--- src/rtl/input4_stim_gen.sv ---
// rtl/input4_stim_gen.sv - four-channel periodic toggle stimulus generator for a 4-input OR stage
module input4_stim_gen #(
   parameter int P_AA    = 60,
   parameter int P_BB    = 100,
   parameter int P_CC    = 150,
   parameter int P_DD    = 200,
   parameter int RUN_LEN = 1000,
   parameter int CW      = 16
) (
   input  logic clk,
   input  logic rst,
   input  logic start,
   input  logic stop,
   output logic aa,
   output logic bb,
   output logic cc,
   output logic dd,
   output logic busy,
   output logic done
);

   // Last count value of each channel; the toggle fires on the edge that wraps it.
   localparam logic [CW-1:0] LP_AA_LAST  = CW'(P_AA - 1);
   localparam logic [CW-1:0] LP_BB_LAST  = CW'(P_BB - 1);
   localparam logic [CW-1:0] LP_CC_LAST  = CW'(P_CC - 1);
   localparam logic [CW-1:0] LP_DD_LAST  = CW'(P_DD - 1);
   localparam logic [CW-1:0] LP_RUN_LEN  = CW'(RUN_LEN);
   localparam logic [CW-1:0] LP_ONE      = CW'(1);
   localparam logic [CW-1:0] LP_ZERO     = '0;

   typedef enum logic [1:0] {
      S_IDLE = 2'd0,
      S_RUN  = 2'd1,
      S_DONE = 2'd2
   } state_t;

   state_t        r_state;
   state_t        w_state_next;

   // Run edge counter n and the per-channel phase counters.
   logic [CW-1:0] r_n;
   logic [CW-1:0] r_cnt_aa;
   logic [CW-1:0] r_cnt_bb;
   logic [CW-1:0] r_cnt_cc;
   logic [CW-1:0] r_cnt_dd;

   logic [CW-1:0] w_n_next;
   logic [CW-1:0] w_cnt_aa_next;
   logic [CW-1:0] w_cnt_bb_next;
   logic [CW-1:0] w_cnt_cc_next;
   logic [CW-1:0] w_cnt_dd_next;

   // Registered outputs.
   logic          r_aa;
   logic          r_bb;
   logic          r_cc;
   logic          r_dd;
   logic          r_busy;
   logic          r_done;

   logic          w_aa_next;
   logic          w_bb_next;
   logic          w_cc_next;
   logic          w_dd_next;
   logic          w_busy_next;
   logic          w_done_next;

   // Per-channel wrap detection and the run counter value after this edge.
   logic          w_hit_aa;
   logic          w_hit_bb;
   logic          w_hit_cc;
   logic          w_hit_dd;
   logic [CW-1:0] w_n_inc;
   logic          w_last_edge;

   assign w_hit_aa    = (r_cnt_aa == LP_AA_LAST);
   assign w_hit_bb    = (r_cnt_bb == LP_BB_LAST);
   assign w_hit_cc    = (r_cnt_cc == LP_CC_LAST);
   assign w_hit_dd    = (r_cnt_dd == LP_DD_LAST);
   assign w_n_inc     = r_n + LP_ONE;
   assign w_last_edge = (w_n_inc == LP_RUN_LEN);

   // State register.
   always_ff @(posedge clk or posedge rst) begin
      if (rst) begin
         r_state <= S_IDLE;
      end else begin
         r_state <= w_state_next;
      end
   end

   // Next-state, counter and output decisions; outputs are registered below.
   always_comb begin
      w_state_next  = r_state;
      w_n_next      = r_n;
      w_cnt_aa_next = r_cnt_aa;
      w_cnt_bb_next = r_cnt_bb;
      w_cnt_cc_next = r_cnt_cc;
      w_cnt_dd_next = r_cnt_dd;
      w_aa_next     = r_aa;
      w_bb_next     = r_bb;
      w_cc_next     = r_cc;
      w_dd_next     = r_dd;
      w_busy_next   = r_busy;
      w_done_next   = 1'b0;

      case (r_state)
         S_IDLE: begin
            w_aa_next   = 1'b0;
            w_bb_next   = 1'b0;
            w_cc_next   = 1'b0;
            w_dd_next   = 1'b0;
            w_busy_next = 1'b0;
            // stop dominates start so a simultaneous request never launches a run
            if (start && !stop) begin
               w_state_next  = S_RUN;
               w_n_next      = LP_ZERO;
               w_cnt_aa_next = LP_ZERO;
               w_cnt_bb_next = LP_ZERO;
               w_cnt_cc_next = LP_ZERO;
               w_cnt_dd_next = LP_ZERO;
               w_busy_next   = 1'b1;
            end
         end

         S_RUN: begin
            if (stop) begin
               // abort: back to a quiet line set with no completion pulse
               w_state_next  = S_IDLE;
               w_n_next      = LP_ZERO;
               w_cnt_aa_next = LP_ZERO;
               w_cnt_bb_next = LP_ZERO;
               w_cnt_cc_next = LP_ZERO;
               w_cnt_dd_next = LP_ZERO;
               w_aa_next     = 1'b0;
               w_bb_next     = 1'b0;
               w_cc_next     = 1'b0;
               w_dd_next     = 1'b0;
               w_busy_next   = 1'b0;
            end else begin
               w_n_next      = w_n_inc;
               // each channel wraps its own counter, so phases never drift
               w_cnt_aa_next = w_hit_aa ? LP_ZERO : (r_cnt_aa + LP_ONE);
               w_cnt_bb_next = w_hit_bb ? LP_ZERO : (r_cnt_bb + LP_ONE);
               w_cnt_cc_next = w_hit_cc ? LP_ZERO : (r_cnt_cc + LP_ONE);
               w_cnt_dd_next = w_hit_dd ? LP_ZERO : (r_cnt_dd + LP_ONE);
               w_aa_next     = r_aa ^ w_hit_aa;
               w_bb_next     = r_bb ^ w_hit_bb;
               w_cc_next     = r_cc ^ w_hit_cc;
               w_dd_next     = r_dd ^ w_hit_dd;
               // toggles due on the final edge are still applied above
               if (w_last_edge) begin
                  w_state_next = S_DONE;
                  w_busy_next  = 1'b0;
                  w_done_next  = 1'b1;
               end
            end
         end

         S_DONE: begin
            // single-cycle state: lines held through it, cleared on exit
            w_state_next = S_IDLE;
            w_aa_next    = 1'b0;
            w_bb_next    = 1'b0;
            w_cc_next    = 1'b0;
            w_dd_next    = 1'b0;
            w_busy_next  = 1'b0;
         end

         default: begin
            w_state_next = S_IDLE;
            w_aa_next    = 1'b0;
            w_bb_next    = 1'b0;
            w_cc_next    = 1'b0;
            w_dd_next    = 1'b0;
            w_busy_next  = 1'b0;
         end
      endcase
   end

   // Counter registers.
   always_ff @(posedge clk or posedge rst) begin
      if (rst) begin
         r_n      <= '0;
         r_cnt_aa <= '0;
         r_cnt_bb <= '0;
         r_cnt_cc <= '0;
         r_cnt_dd <= '0;
      end else begin
         r_n      <= w_n_next;
         r_cnt_aa <= w_cnt_aa_next;
         r_cnt_bb <= w_cnt_bb_next;
         r_cnt_cc <= w_cnt_cc_next;
         r_cnt_dd <= w_cnt_dd_next;
      end
   end

   // Output registers; every port is a flop output.
   always_ff @(posedge clk or posedge rst) begin
      if (rst) begin
         r_aa   <= 1'b0;
         r_bb   <= 1'b0;
         r_cc   <= 1'b0;
         r_dd   <= 1'b0;
         r_busy <= 1'b0;
         r_done <= 1'b0;
      end else begin
         r_aa   <= w_aa_next;
         r_bb   <= w_bb_next;
         r_cc   <= w_cc_next;
         r_dd   <= w_dd_next;
         r_busy <= w_busy_next;
         r_done <= w_done_next;
      end
   end

   assign aa   = r_aa;
   assign bb   = r_bb;
   assign cc   = r_cc;
   assign dd   = r_dd;
   assign busy = r_busy;
   assign done = r_done;

endmodule

--- config.mk ---
export PLATFORM = sky130hd
export DESIGN_NAME = input4_stim_gen
export DESIGN_NICKNAME = d
export VERILOG_FILES = /design/src/rtl/input4_stim_gen.sv
export SDC_FILE = /design/constraint.sdc
export NUM_CORES = 1
export LEC_CHECK = 0
export CORE_ASPECT_RATIO = 1.75
export CORE_MARGIN = 2
export CORE_UTILIZATION = 62
export DETAILED_ROUTE_END_ITERATION = 8
export PLACE_DENSITY = 0.8
export SYNTH_ARGS = -nofsm -noshare
export SYNTH_HDL_FRONTEND = slang
export SYNTH_SLANG_ARGS = --single-unit
--- constraint.sdc ---
create_clock -name clk -period 3.3 [get_ports clk]
set_input_delay 0.495 -clock clk [delete_from_list [all_inputs] [get_ports clk]]
set_output_delay 0.495 -clock clk [all_outputs]
set_load 0.01 [all_outputs]
==> metrics, run 1 <==
multi-input combinational cell area 0.00230 sq mm; Syn-to-layout area delta 10.5%; EDFF count, synth 0; Pins Over Slew Limit 0; WP data required 3480 ps; CTS H-tree depth 3; Total Routing Usage GR 26.0%; Setup-failing EPs final 0; syn_nets 512; Port Buffers 9; Hold Crit Class reg -> reg; worst slew margin relative to its limit 41.1%; RD Place Congestion 0.826; CTS sink cnt 88; Compound-Gate Fraction of Synth Area 12.8%; Int Pwr 1.75 mW; share of power burned in registers 48.9%; critical path arrival 2660 ps; max cap viols 0; Die Ht 118 um; Crit Reg-Reg Startpoint r_n[0]$_DFFE_PP0P_; Max FO, Critical Path 17; Inserted Clock Buffers 9; Vias/cell 6.36; Tot Pwr 2.29 mW; die area 0.00815 sq mm; top cells by count, synth dfrtp_1, nand2_1, o21ai_0; Antenna diodes 0; Die X 69.1 um; count of cell types in the netlist 49; Post-CTS Hold Buffers 0; Critical Path Slowest Stage Cell a21oi_1; setup TNS 0 ps; Pwr Density 450 mW/mm^2; post-synthesis xor/xnor area fraction 8.95%; WHS 527 ps; Max Fclk 403 MHz; Slew @ Worst Pin 882 ps; Detailed Route WL 10.1 mm; CP bufs+invs 2; CTS tree built; Setup Fix Bufs, Post-CTS 0; RSZ-0062 raised after global routing false; Hold Crit Start r_cnt_bb[5]$_DFFE_PP0P_; area leader, netlist dfrtp_1; fin crit period 2480 ps; crit end category flip-flop; layout net count 521; fillers 532; Longest Clk Path Bufs 2; critical path depth 6; worst-path cell chain clkdlybuf4s50_1, nor2b_1, o21ai_2, buf_4, a21oi_1, nor2_1; Initial Util 64.0%; VDD IR max 0.000322 V; core area 0.00718 sq mm; largest net degree at the start of global routing 41; portion of total power attributed to the clock network 45.0%; outcome complete, no violations; Net Sw Frac 23.6%; FFs w/ async S/R, synth 100%; Startpoint Class input pin; leak pwr 2.15 nW; Post-Synth Simple-Gate Area 26.3%; row cnt 41; first-pass GRT wire length 17.5 mm; multiplexer area fraction after synthesis 0%; Setup Skew 11.3 ps; Routed Antenna Nets 0; DRC viols 0; total congestion overflow 0; WL/cell 16.7 um; synthesized area 0.00460 sq mm; Top delay family on crit path compound AO/OA/AOI/OAI gates; I/O pin count 10; layout cells sized above 1 6.21%; register bit total from synthesis 88; reg2reg path depth 7; Skew-Pair Late Insertion Delay 340 ps; synth top area cells dfrtp_1, xor2_1, o21ai_0; Final Hold Viols 0; vias in the first global route 3882; Crit path largest cell delay 640 ps; Clock Root Buffer clkbuf_16; mean post-synth cell area 9.18 sq um; antenna violations before repair 0; via count 3822; hold depth 1; cells after synthesis 501; post-synthesis adder-cell area fraction 1.90%; post-synthesis sequential area ratio 47.9%; NetSw 0.540 mW; Worst Setup SP start; YS warnings 0; Top FF cell, synth dfrtp_1; DRT iter0 DRCs 306; post-synth top area share 47.9%; post_cts resized 0; ratio of final minimum period to clock period 75.2%; main combinational cell family by area after synthesis simple AND/OR/NAND/NOR gates; top-count cell post-synth dfrtp_1; Seq. cell area 0.00220 sq mm; clock slew at reported path FFs 70 ps; crit path kind in -> reg; Pre-antenna DRT Iters 5; logic gate share of total power 6.1%; DP Wirelength 6.75 mm
## layer usage
| layer | track usage [%] | vias up | share of wire [%] | wire, um |
|---|---|---|---|---|
| li1 | - | 1826 | - | - |
| met1 | 29.5 | 1895 | 41 | 4080 |
| met2 | 46.4 | 84 | 54 | 5420 |
| met3 | 5.57 | 17 | 3.5 | 355 |
| met4 | 11.0 | 0 | 1.9 | 195 |
| met5 | 0 | - | 0 | 0 |
## cell type report
type                       count  share of cell area (%)
multi-input combinational    389                    45.3
sequential                    88                    43.3
clock buffer                  10                    4.70
timing repair buffer          16                    2.81
tap                           86                    2.12
clock inverter                 6                    1.30
inverter                       6                   0.468
## path summary, 6_finish.rpt
path                                            end  slack [ps]
max                        r_cnt_cc[13]$_DFFE_PP0P_         820
min                         r_cnt_bb[5]$_DFFE_PP0P_         530
max reg2reg                        busy$_DFFE_PP0P_         820
min reg2reg                 r_cnt_bb[5]$_DFFE_PP0P_         530
max in group asynchronous  r_cnt_bb[14]$_DFFE_PP0P_        1930
min in group asynchronous   r_cnt_bb[3]$_DFFE_PP0P_         570
## metrics by stage
stage	worst slack (ps)	std cells	utilization, %	cell area, sq um
final	819	601	70.8	5080
after global routing	566	601	70.8	5080
after CTS	818	601	70.8	5080
after detailed placement	544	585	66.5	4780
after global placement	636	585	66.5	4780
after floorplan	526	501	-	4600
## state kept, by name, indices dropped and copies added, names as in the netlist
signal	cells
dd	1
bb	1
aa	1
done	1
r_state	2
r_cnt_bb	16
r_cnt_dd	16
r_n	16
busy	1
r_cnt_cc	16
cc	1
r_cnt_aa	16
## cell families (layout without fill, tap and decap cells)
family,count (synthesis),after routing
flip-flops,88,88
adder cells (fa/ha/maj),7,7
XOR/XNOR,47,47
AO/OA/AOI/OAI,99,99
buffers and inverters,24,38
AND/OR/NAND/NOR,236,236
## placed cells by master, fill, tap and decap left out, types with 4 or more instances in the layout
cell type,netlist,routed
clkbuf_16,0,9
and3_1,21,21
buf_4,2,7
o31ai_1,8,8
ha_1,7,7
nand4_1,21,21
a31oi_1,4,4
xnor2_1,10,10
clkdlybuf4s50_1,0,9
nor3_1,10,10
inv_1,6,5
or3_1,7,7
o21ai_0,55,55
dfrtp_1,88,88
xor2_1,37,37
a21oi_1,13,13
nor4_1,14,14
nand3_1,29,29
nand2_1,57,57
nor2_1,51,51
## power groups by stage
| stage | clock [mW] | sequential [mW] | combinational [mW] |
|---|---|---|---|
| floorplan | 0 | 1.13 | 0.0978 |
| global placement | 0 | 1.14 | 0.135 |
| detailed placement | 0 | 1.14 | 0.139 |
| CTS | 1.04 | 1.12 | 0.141 |
| global route | 1.10 | 1.12 | 0.158 |
| finish | 1.03 | 1.12 | 0.139 |
(Power assumes the default switching activity.)
==> run 2: changes to the inputs <==
--- a/config.mk
+++ b/config.mk
@@ -7,9 +7,9 @@
 export LEC_CHECK = 0
 export CORE_ASPECT_RATIO = 1.75
 export CORE_MARGIN = 2
-export CORE_UTILIZATION = 62
+export CORE_UTILIZATION = 56
 export DETAILED_ROUTE_END_ITERATION = 8
-export PLACE_DENSITY = 0.8
+export PLACE_DENSITY = 0.76
 export SYNTH_ARGS = -nofsm -noshare
 export SYNTH_HDL_FRONTEND = slang
 export SYNTH_SLANG_ARGS = --single-unit
==> constraint.sdc (replaced) <==
create_clock -name clk -period 2.1 [get_ports clk]
set_input_delay 0.315 -clock clk [delete_from_list [all_inputs] [get_ports clk]]
set_output_delay 0.315 -clock clk [all_outputs]
set_load 0.01 [all_outputs]
==> run 2 against run 1 <==
Against the previous run: wire length rose by 2.3%; cell count rose by 7.2%; non-clock buffer count rose by 39; global-route usage fell by 1.8 points; sequential power rose by 56%; register-to-register slack got worse by 700 ps; clock power rose by 80%; utilization fell by 1.7 points; critical path depth did not move; critical endpoint is now busy$_DFFE_PP0P_; largest cell class unchanged.
==> metrics, run 2 (synthesized netlist as in run 1, its figures left out) <==
Port Buffers 9 (unchanged); DP Wirelength 7.11 mm (+5.4%); Syn-to-layout area delta 19.6%; max cap viols 0 (unchanged); Pwr Density 705 mW/mm^2 (+57%); antenna violations before repair 0 (unchanged); Hold Crit Class in -> async; Initial Util 57.8% (-6.3 points); layout cells sized above 1 13.5% (+7.3 points); Die Ht 124 um (+5.0%); Inserted Clock Buffers 9 (unchanged); DP Area 0.00513 sq mm (+7.3%); row cnt 43 (+4.9%); Startpoint Class flip-flop; vias in the first global route 3918 (+0.93%); Slew @ Worst Pin 567 ps (-315 ps); fillers 634 (+19%); I/O pin count 10 (unchanged); Die X 72.5 um (+4.9%); critical path arrival 2210 ps (-450 ps); Top delay family on crit path compound AO/OA/AOI/OAI gates; Skew-Pair Late Insertion Delay 350 ps (about the same); Final Hold Viols 0 (unchanged); Pre-antenna DRT Iters 5 (unchanged); crit end category flip-flop; VDD IR max 0.000452 V (+41%); worst-path cell chain nand3_2, or4_4, a211oi_2, o2111ai_2, o311ai_1, a21boi_1; logic gate share of total power 7.3% (+1.2 points); Crit Reg-Reg Startpoint r_n[10]$_DFFE_PP0P_; fin crit period 1980 ps; DRT iter0 DRCs 352 (+15%); ratio of final minimum period to clock period 94.1%; core area 0.00796 sq mm (+11%); Worst Setup SP r_n[10]$_DFFE_PP0P_; most frequent cells in the layout dfrtp_1, nand2_1, o21ai_0, nor2_1, buf_4; Max FO, Critical Path 6 (-11); die area 0.00898 sq mm (+10%); first-pass GRT wire length 17.3 mm (-1.3%); Clock Root Buffer clkbuf_16; design area 0.00550 sq mm (+8.2%); Total Routing Usage GR 24.2% (-1.8 points); layout net count 560 (+7.5%); CTS H-tree depth 3 (unchanged); share of power burned in registers 45.1% (-3.8 points); Seq. cell area 0.00220 sq mm (+0.11%); crit path kind reg -> reg; CP bufs+invs 0 (-2); Int Pwr 3.00 mW (+72%); WP data required 2330 ps (-1150 ps); total congestion overflow 0 (unchanged); leak pwr 2.39 nW (+11%); multi-input combinational cell area 0.00233 sq mm (+1.1%); commonest non-fill, non-tap cell in the layout dfrtp_1; Core Util, Final 69.1% (-1.7 points); Detailed Route WL 10.3 mm (+2.3%); outcome complete, no violations; largest net degree at the start of global routing 44 (+7.3%); Vias/cell 6.12 (-3.8%); CTS tree built; Setup Skew 11.5 ps (+0.225 ps); CTS sink cnt 88 (unchanged); portion of total power attributed to the clock network 47.6% (+2.6 points); via count 3941 (+3.1%); RD Place Congestion 0.831 (+0.67%); worst slew margin relative to its limit 62.2% (+21 points); Crit path largest cell delay 490 ps (-150 ps); NetSw 0.875 mW (+62%); WL/cell 16.0 um (-4.5%); Max Fclk 506 MHz; Setup-failing EPs final 0 (unchanged); Antenna diodes 0 (unchanged); Critical Path Slowest Stage Cell or4_4; Net Sw Frac 22.6% (-1.0 points); clock slew at reported path FFs 70 ps (about the same); Pins Over Slew Limit 0 (unchanged); Routed Antenna Nets 0 (unchanged); DRC viols 0 (unchanged); Longest Clk Path Bufs 2 (unchanged)
-- run 2: cell count changes in the layout (fill, tap and decap cells not counted), moves of 2 or more --
cell       change
buf_4         +35
buf_12         +4
bufinv_16      +2
clkinv_2       -2
dfrtp_1        -2
dfrtp_2        +2
nor4_1         -2
-- run 2: timing repair --
item                                    CTS  global route
hold buffers                              0             0
gates resized for setup                   0             4
buffers inserted                          0             2
endpoints found under the setup margin    0             3
-- run 2: cell type report --
cell class,instances,area share [%]
multi-input cells,389,42.3
inverters,6,0.478
clock buffers,10,4.16
repair buffers,55,8.83
flip-flops and latches,88,40.1
well taps,90,2.05
clock inverters,6,2.09
-- run 2: path summary, 6_finish.rpt --
path / endpoint / slack (ps) / depth (start not counted)
worst min-delay path: r_cnt_dd[5]$_DFFE_PP0P_ / 350 / 2
worst max-delay path: busy$_DFFE_PP0P_ / 120 / 6
max in group asynchronous: r_n[10]$_DFFE_PP0P_ / 1160 / 3
worst min register to register: r_cnt_aa[4]$_DFFE_PP0P_ / 520 / 1
min in group clk: r_cnt_aa[4]$_DFFE_PP0P_ / 520 / 1
worst max register to register: busy$_DFFE_PP0P_ / 120 / 6
-- run 2: power by group through the flow --
stage          Clock [mW]  Sequential (mW)  Combinational (mW)
2_1_floorplan           0             1.78               0.154
3_3_place_gp            0             1.78               0.274
3_5_place_dp            0             1.78               0.283
4_1_cts              1.87             1.75               0.286
5_1_grt              1.94             1.75               0.315
6_report             1.85             1.75               0.283
-- run 2: stage by stage --
step / hold WS [ps] / std cells / power [mW] / setup WS (ps) / setup TNS (ps)
after floorplan: 469 / 501 / 1.93 / 86.5 / 0
after global placement: 496 / 626 / 2.05 / -158 / -1960
after detailed placement: 508 / 626 / 2.06 / -181 / -2480
after CTS: 363 / 642 / 3.90 / 82.5 / 0
after global routing: 375 / 644 / 4.01 / -9.89 / -9.89
final: 347 / 644 / 3.88 / 124 / 0
-- run 2: routing by layer --
layer	track usage, %	vias to the layer above	part of all wire (%)
met4	10.4	0	1.9
met1	27.1	1914	41
li1	-	1907	-
met3	4.13	16	3.5
met5	0	-	0
met2	44.5	104	54
==> run 3: changes to the inputs <==
--- a/config.mk
+++ b/config.mk
@@ -9,7 +9,9 @@
 export CORE_MARGIN = 2
 export CORE_UTILIZATION = 56
 export DETAILED_ROUTE_END_ITERATION = 8
+export MAX_ROUTING_LAYER = met4
 export PLACE_DENSITY = 0.76
+export RECOVER_POWER = 100
 export SYNTH_ARGS = -nofsm -noshare
 export SYNTH_HDL_FRONTEND = slang
 export SYNTH_SLANG_ARGS = --single-unit
==> run 3 against run 2 <==
Against the previous run: sequential power barely moved; global-route usage rose by 0.69 points; first-iteration DRC count down 30%; clock power about the same; critical path depth down 1; non-clock buffer count unchanged; register-to-register slack is essentially flat; utilization is 0.75 points lower; wire length decreased by 0.22%; largest cell class unchanged.
==> metrics, run 3 (synthesized netlist as in run 1, its figures left out) <==
Syn-to-layout area delta 18.3%; multi-input combinational cell area 0.00233 sq mm (unchanged); ratio of final minimum period to clock period 94.0% (-0.16 points); Inserted Clock Buffers 9 (unchanged); row cnt 43 (unchanged); largest net degree at the start of global routing 44 (unchanged); design area 0.00544 sq mm (-1.1%); Slew @ Worst Pin 959 ps (+392 ps); crit end category flip-flop; Routed Antenna Nets 0 (unchanged); critical path arrival 2180 ps (-30 ps); worst slew margin relative to its limit 35.7% (-26 points); Pins Over Slew Limit 0 (unchanged); outcome complete, no violations; Longest Clk Path Bufs 2 (unchanged); CTS sink cnt 88 (unchanged); antenna violations before repair 0 (unchanged); I/O pin count 10 (unchanged); CP bufs+invs 1 (+1); clock slew at reported path FFs 60 ps (about the same); Detailed Route WL 10.3 mm (-0.22%); core area 0.00796 sq mm (unchanged); Hold Crit Class reg -> reg; Top delay family on crit path simple AND/OR/NAND/NOR gates; Setup Skew 11.4 ps (-0.103 ps); most frequent cells in the layout dfrtp_1, nand2_1, o21ai_0, nor2_1, xor2_1; Pwr Density 710 mW/mm^2 (+0.62%); via count 3951 (+0.25%); total congestion overflow 0 (unchanged); Seq. cell area 0.00220 sq mm (unchanged); Initial Util 57.8% (unchanged); Die X 72.5 um (unchanged); Port Buffers 9 (unchanged); vias in the first global route 3923 (+0.13%); layout cells sized above 1 11.7% (-1.8 points); Max Fclk 507 MHz (+0.17%); Startpoint Class flip-flop; Total Routing Usage GR 24.9% (+0.69 points); Antenna diodes 0 (unchanged); Vias/cell 6.14 (+0.25%); WL/cell 15.9 um (-0.22%); CTS H-tree depth 3 (unchanged); Pre-antenna DRT Iters 5 (unchanged); Critical Path Slowest Stage Cell dfrtp_1; RD Place Congestion 0.844 (+1.5%); fillers 645 (+1.7%); Tot Pwr 3.86 mW (-0.48%); die area 0.00898 sq mm (unchanged); Clock Root Buffer clkbuf_16; Die Ht 124 um (unchanged); Post-CTS Hold Buffers 0 (unchanged); DP Wirelength 7.11 mm (unchanged); DP Area 0.00513 sq mm (unchanged); Skew-Pair Late Insertion Delay 340 ps (about the same); WHS 512 ps (+165 ps); DRT iter0 DRCs 248 (-30%); Crit path largest cell delay 440 ps (-50 ps); Setup-failing EPs final 0 (unchanged); setup TNS 0 ps (unchanged); WP data required 2310 ps (-20 ps); worst-path cell chain nor4_1, nand4_1, a21oi_1, clkbuf_1, nor2_1; layout net count 560 (unchanged); commonest non-fill, non-tap cell in the layout dfrtp_1; R2R setup slack 130 ps (about the same); Max FO, Critical Path 10 (+4); CTS tree built; DRC viols 0 (unchanged); max cap viols 0 (unchanged); Final Hold Viols 0 (unchanged); leak pwr 2.36 nW (-0.97%); fin crit period 1970 ps (-3.26 ps); VDD IR max 0.000444 V (-1.7%); crit path kind reg -> reg; first-pass GRT wire length 17.3 mm (unchanged)
-- run 3: power by group --
part / internal (mW) / switching, mW / total (mW)
sequential: 1.72 / 0.0269 / 1.75
clock: 1.17 / 0.668 / 1.84
combinational: 0.0940 / 0.175 / 0.269
-- run 3: final timing paths --
check	from	to	depth (start not counted)
setup / recovery	r_cnt_dd[11]$_DFFE_PP0P_	r_cnt_dd[15]$_DFFE_PP0P_	5
hold / removal	r_cnt_aa[4]$_DFFE_PP0P_	r_cnt_aa[4]$_DFFE_PP0P_	1
hold reg to reg	r_cnt_aa[4]$_DFFE_PP0P_	r_cnt_aa[4]$_DFFE_PP0P_	1
setup reg to reg	r_cnt_dd[11]$_DFFE_PP0P_	r_cnt_dd[15]$_DFFE_PP0P_	5
min in group asynchronous	rst	r_cnt_dd[5]$_DFFE_PP0P_	2
max in group asynchronous	rst	r_n[10]$_DFFE_PP0P_	3
-- run 3: per-layer routing --
metal	track usage (%)	wire (um)
met1	27.1	4200
met2	44.5	5560
met3	4.13	313
met4	10.4	188
met5	-	0
-- run 3: through the flow --
step	setup slack, ps	std cells	util [%]
after floorplan	86.5	501	-
after global placement	-158	626	64.4
after detailed placement	-181	626	64.4
after CTS	82.5	642	68.7
after global routing	-9.90	644	68.3
final	127	644	68.3
-- run 3: layout make-up --
| class | instances | share of cell area [%] |
|---|---|---|
| timing repair buffer | 55 | 7.87 |
| multi-input combinational | 389 | 42.8 |
| inverter | 6 | 0.437 |
| clock inverter | 6 | 2.12 |
| clock buffer | 10 | 4.21 |
| tap | 90 | 2.07 |
| sequential | 88 | 40.5 |
-- run 3: repair_timing --
| item | in CTS | in global routing |
|---|---|---|
| gates resized for setup | 0 | 4 |
| setup endpoints to repair | 0 | 3 |
| setup buffers | 0 | 2 |
